## config.mk

```make
export PLATFORM = sky130hd
export DESIGN_NAME = pwm_sample_scheduler
export DESIGN_NICKNAME = d
export VERILOG_FILES = /design/src/rtl/pwm_sample_scheduler.sv
export SDC_FILE = /design/constraint.sdc
export NUM_CORES = 1
export LEC_CHECK = 0
export ABC_AREA = 1
export CAP_MARGIN = 20
export CORE_UTILIZATION = 40
export CTS_CLUSTER_DIAMETER = 200
export DETAILED_ROUTE_END_ITERATION = 10
export PLACE_DENSITY = 0.69
export SLEW_MARGIN = 0
export SYNTH_ARGS = -nofsm -noshare
export SYNTH_HDL_FRONTEND = slang
export SYNTH_SLANG_ARGS = --single-unit
```

## constraint.sdc

```tcl
create_clock -name clk -period 2.05 [get_ports clk]
set_input_delay 0.205 -clock clk [delete_from_list [all_inputs] [get_ports clk]]
set_output_delay 0.205 -clock clk [all_outputs]
set_load 0.03 [all_outputs]
```

## src/rtl/pwm_sample_scheduler.sv

```systemverilog
// pwm_sample_scheduler: feeds a PWM DAC with one duty sample per 2^W-cycle period.
// Two round-robin sources fill a one-entry holding register; the held sample
// is promoted to duty at each period boundary.
// Optional feature macro: PWM_SCHED_UNDERRUN_CNT_EN enables the saturating
// underrun counter; when undefined underrun_cnt is tied to zero.
module pwm_sample_scheduler #(
    parameter int W = 8
) (
    input  logic         clk,
    input  logic         rst_n,
    input  logic         en,
    input  logic         s0_valid,
    input  logic         s1_valid,
    input  logic [W-1:0] s0_data,
    input  logic [W-1:0] s1_data,
    output logic         s0_ready,
    output logic         s1_ready,
    output logic [W-1:0] duty,
    output logic         period_start,
    output logic         busy,
    output logic [7:0]   underrun_cnt
);

    typedef enum logic [1:0] {IDLE, RUN, STOP} state_t;

    state_t       state, state_nxt;
    logic [W-1:0] cnt;
    logic [W-1:0] hold_data;
    logic         hold_full;
    logic         last_s1;
    logic         period_end;
    logic         boundary;
    logic         stop_end;
    logic         accept_ok;
    logic         xfer;

    // A boundary only exists while running; the last STOP cycle is the
    // shutdown point instead and has its own side effects.
    assign period_end = (cnt == {W{1'b1}});
    assign boundary   = (state == RUN) && period_end;
    assign stop_end   = (state == STOP) && period_end;
    assign busy       = (state != IDLE);
    assign accept_ok  = (state != STOP) && (!hold_full || boundary);
    assign xfer       = s0_ready || s1_ready;

    // State register
    always_ff @(posedge clk or negedge rst_n) begin
        if (!rst_n) state <= IDLE;
        else        state <= state_nxt;
    end

    // Next-state and round-robin grant; readies are combinational from valids
    always_comb begin
        state_nxt = state;
        s0_ready  = 1'b0;
        s1_ready  = 1'b0;
        case (state)
            IDLE:    if (en) state_nxt = RUN;
            RUN:     if (!en) state_nxt = STOP;
            STOP: begin
                if (period_end) state_nxt = IDLE;
                else if (en)    state_nxt = RUN;
            end
            default: state_nxt = IDLE;
        endcase
        if (accept_ok) begin
            if (s0_valid && s1_valid) begin
                s0_ready = last_s1;
                s1_ready = !last_s1;
            end else begin
                s0_ready = s0_valid;
                s1_ready = s1_valid;
            end
        end
    end

    // Period counter: parked at zero in IDLE, free-running otherwise
    always_ff @(posedge clk or negedge rst_n) begin
        if (!rst_n)              cnt <= '0;
        else if (state == IDLE)  cnt <= '0;
        else                     cnt <= cnt + 1'b1;
    end

    // Holding register: a same-edge refill wins over the boundary drain
    always_ff @(posedge clk or negedge rst_n) begin
        if (!rst_n) begin
            hold_data <= '0;
            hold_full <= 1'b0;
        end else if (xfer) begin
            hold_data <= s0_ready ? s0_data : s1_data;
            hold_full <= 1'b1;
        end else if (boundary || stop_end) begin
            hold_full <= 1'b0;
        end
    end

    // Last-served pointer for tie-breaking; starts on source 1 so source 0 wins first
    always_ff @(posedge clk or negedge rst_n) begin
        if (!rst_n)     last_s1 <= 1'b1;
        else if (xfer)  last_s1 <= s1_ready;
    end

    // Duty update at boundaries; shutdown forces zero
    always_ff @(posedge clk or negedge rst_n) begin
        if (!rst_n)                     duty <= '0;
        else if (stop_end)              duty <= '0;
        else if (boundary && hold_full) duty <= hold_data;
    end

    // period_start marks the first cycle the new duty is visible
    always_ff @(posedge clk or negedge rst_n) begin
        if (!rst_n) period_start <= 1'b0;
        else        period_start <= boundary;
    end

`ifdef PWM_SCHED_UNDERRUN_CNT_EN
    logic [7:0] urun;

    // Saturating count of boundaries that found the holding register empty
    always_ff @(posedge clk or negedge rst_n) begin
        if (!rst_n)                                      urun <= '0;
        else if (boundary && !hold_full && urun != 8'hFF) urun <= urun + 8'd1;
    end

    assign underrun_cnt = urun;
`else
    assign underrun_cnt = 8'd0;
`endif

endmodule

```

==> results of run 1 <==
==> worst min path at each step <==
| stage | endpoint | slack [ns] | start | cells past startpoint |
|---|---|---|---|---|
| 6_report | hold_data[4]$_DFFE_PN0P_ | 0.22 | rst_n | 1 |
| 5_1_grt | duty[4]$_DFFE_PN0P_ | 0.24 | rst_n | 1 |
| 4_1_cts | hold_data[4]$_DFFE_PN0P_ | 0.23 | rst_n | 1 |
| 3_5_place_dp | cnt[0]$_DFF_PN0_ | 0.45 | cnt[0]$_DFF_PN0_ | 1 |
| 3_3_place_gp | cnt[0]$_DFF_PN0_ | 0.44 | cnt[0]$_DFF_PN0_ | 1 |
| 2_1_floorplan | cnt[0]$_DFF_PN0_ | -0.09 | rst_n | 0 |
==> logic make-up (layout without fill, tap and decap cells) <==
logic type                 count (synthesis)  in the layout  share of synthesized area (%)
buffers and inverters                     41             80                          13.62
DFF                                       29             29                          49.45
other                                      1              8                         0.2551
and+or+nand+nor                           95             95                          31.06
adders and majority gates                  1              1                         0.8509
AOI/OAI and AO/OA                         13             13                          4.766
==> area by class of cell <==
| class | count | area [sq um] | area share (%) |
|---|---|---|---|
| flip-flops and latches | 29 | 726.9 | 37.08 |
| multi-input cells | 117 | 590.6 | 30.12 |
| well taps | 46 | 57.56 | 2.936 |
| clock buffers | 7 | 65.06 | 3.318 |
| repair buffers | 42 | 402.9 | 20.55 |
| clock inverters | 1 | 5.005 | 0.2553 |
| inverters | 30 | 112.6 | 5.743 |
==> through the flow <==
step / hold slack, ns / cells / power, mW
after floorplan: -0.09059 / 187 / 0.7023
after global placement: 0.4401 / 259 / 0.7642
after detailed placement: 0.4517 / 259 / 0.7661
after CTS: 0.2307 / 268 / 1.163
after global routing: 0.2412 / 272 / 1.223
final: 0.2171 / 272 / 1.154
==> cell usage in the layout (no fill, tap or decap), drive strengths merged <==
master	instances
nand2	57
clkdlybuf4s50	30
inv	30
dfrtp	28
nor2	14
nand3	13
buf	12
nand4	8
conb	8
a21oi	7
clkbuf	7
o21ai	4
nor3	3
a21boi	1
a211oi	1
ha	1
clkinv	1
dfstp	1
==> power by group through the flow <==
| stage | clock, mW | combinational, mW | sequential, mW |
|---|---|---|---|
| 2_1_floorplan | 0 | 0.0897 | 0.613 |
| 3_3_place_gp | 0 | 0.150 | 0.614 |
| 3_5_place_dp | 0 | 0.151 | 0.615 |
| 4_1_cts | 0.407 | 0.152 | 0.604 |
| 5_1_grt | 0.444 | 0.171 | 0.608 |
| 6_report | 0.398 | 0.152 | 0.604 |
==> state kept, by name (all words and copies together), names as in the netlist <==
name	flops
state	2
cnt	8
last_s1	1
hold_full	1
period_start	1
hold_data	8
duty	8
==> worst max-delay path, delay by kind of cell, from the launching register on <==
| kind | cells | cell delay, ns |
|---|---|---|
| DFF | 1 | 0.38 |
| and+or+nand+nor | 5 | 0.57 |
| buffers and inverters | 2 | 0.24 |
| adders and majority gates | 1 | 0.20 |
==> metal layers <==
layer	wire length, um	share of wire [%]
met1	1447	48
met2	1357	45
met3	149	4.9
met4	57	1.9
met5	0	0
==> repair_timing <==
item                                    4_1_cts  5_1_grt
hold endpoints to repair                      0        0
endpoints found under the setup margin        2        2
pin swaps                                     0        3
buffers inserted                              1        4
resized for setup                             2        2
==> run summary, run 1 <==
Routed WL -> 3012 um
Combinational Power Share -> 13.2%
GR Layer Usage met1 -> 23.04%
Synthesis Warnings -> 0
critical path launch point -> cnt[0]$_DFF_PN0_
Critical Path Source Type -> flop
Die H -> 62.63 um
post-layout util -> 57.40%
GRT Total Usage -> 17.26%
clk_skew -> 0.005221 ns
fraction of synthesized cell area taken by the top area cell type -> 47.66%
vias in the first global route -> 1146
starting density of the core -> 43.04%
Inserted Diodes -> 0
R2R setup slack -> 0.30 ns
Clock Power Share -> 34.5%
Worst Max-Slew Pin Slew -> 0.5274 ns
largest net degree at the start of global routing -> 20
clock transition at the registers of the reported paths -> 0.09 ns
leading area contributor after synthesis -> dfrtp_1
setup violators final -> 0
Worst-Skew Late Latency -> 0.33 ns
Switching Share -> 25.92%
drt first pass iters -> 4
Overflow after GRT -> 0
IO Pins -> 41
Die ar. -> 3922 sq um
routed via count -> 1216
Synth Register Bits -> 29
fin crit period -> 1.933 ns
Seq pwr share -> 52.4%
final period utilization -> 94.30%
Die Wd -> 62.63 um
layout cell share with drive strength beyond 1 -> 15.49%
synth cell count leaders -> nand2_1 (53), dfrtp_1 (28), inv_1 (28)
critical path cell sequence -> ha_2 -> nand2_2 -> nor2_4 -> nand3_4 -> nand2_8 -> nand3_2 -> inv_1 -> buf_4
CP max FO -> 5
NumNets Final -> 247
unrepaired setup endpoints after global routing -> false
r2r worst-path depth -> 11
Buffers on Ports -> 32
leakage power -> 1.052 nW
post-synthesis sequential area ratio -> 49.45%
Reg-to-Reg End -> hold_data[4]$_DFFE_PN0P_
core area -> 3416 sq um
WS Path Type -> reg -> out
first-pass GRT wire length -> 5209 um
TritonCTS clock tree -> built
Synth Area per Inst -> 8.168 sq um
internal power -> 0.8549 mW
First DRT Iteration DRCs -> 52
Hold WC Path Type -> in -> async
MaxCap Viol Count -> 0
HPWL Detailed -> 2119 um
Slowest cell on crit path -> dfrtp_1
CTS Sinks -> 29
Hold Vio Cnt, Final -> 0
P_sw -> 0.2991 mW
number of flops mapped to enable cells by yosys -> 0
fraction of registers with async set/reset -> 100.0%
DR WL/cell -> 11.07 um
Slew Limit Fails -> 0
min setup slack post-route -> 0.1168 ns
top post-synthesis cells by area -> dfrtp_1 (48%), nand2_1 (14%), inv_1 (7.1%)
vias per cell -> 4.471
final antenna-violating net count -> 0
met3 Track Usage GR -> 5.839%
busiest layer in global routing -> met2
Worst slew margin -> 64.73%
Setup TNS -> 0 ns
CTS buffer count -> 5
CTS Hold Bufs -> 0
dpl ws -> 0.2150 ns
Placed Area -> 1832 sq um
Row Count -> 21
Critical Path AT -> 1.73 ns
Final Cell Area -> 1961 sq um
Layout area overhead -> 33.36%
CP endpoint kind -> output port
met2 usage -> 25.27%
maximum clock rate -> 0.5173 GHz
CP endpoint -> s1_ready
Cells after Synth -> 180
clk buf depth -> 2
clk root buf -> clkbuf_4
final routed DRC violation total -> 0
Routability Congestion -> 0.7956
RR Startpoint -> cnt[0]$_DFF_PN0_
outcome -> finished, final reports clean
Distinct cells, synth -> 23
post-synth design cell area -> 1470 sq um
# fillers -> 317
top_reg_cell synth -> dfrtp_1
Cell Pwr Density -> 588.5 nW/um^2
IR drop worst, VDD -> 0.2876 mV
initial antenna violation count -> 0
Worst EP required -> 1.85 ns
H-tree levels -> 2
most numerous cell in the Yosys netlist -> nand2_1
Crit path largest cell delay -> 0.38 ns
No activity file was read; power rests on OpenSTA's default activity.
==> inputs of run 2 (changes only) <==
GPL_TIMING_DRIVEN = 1   (was unset)
==> results of run 2 <==
Final layout, timing and power as in run 1 (identical DEF).
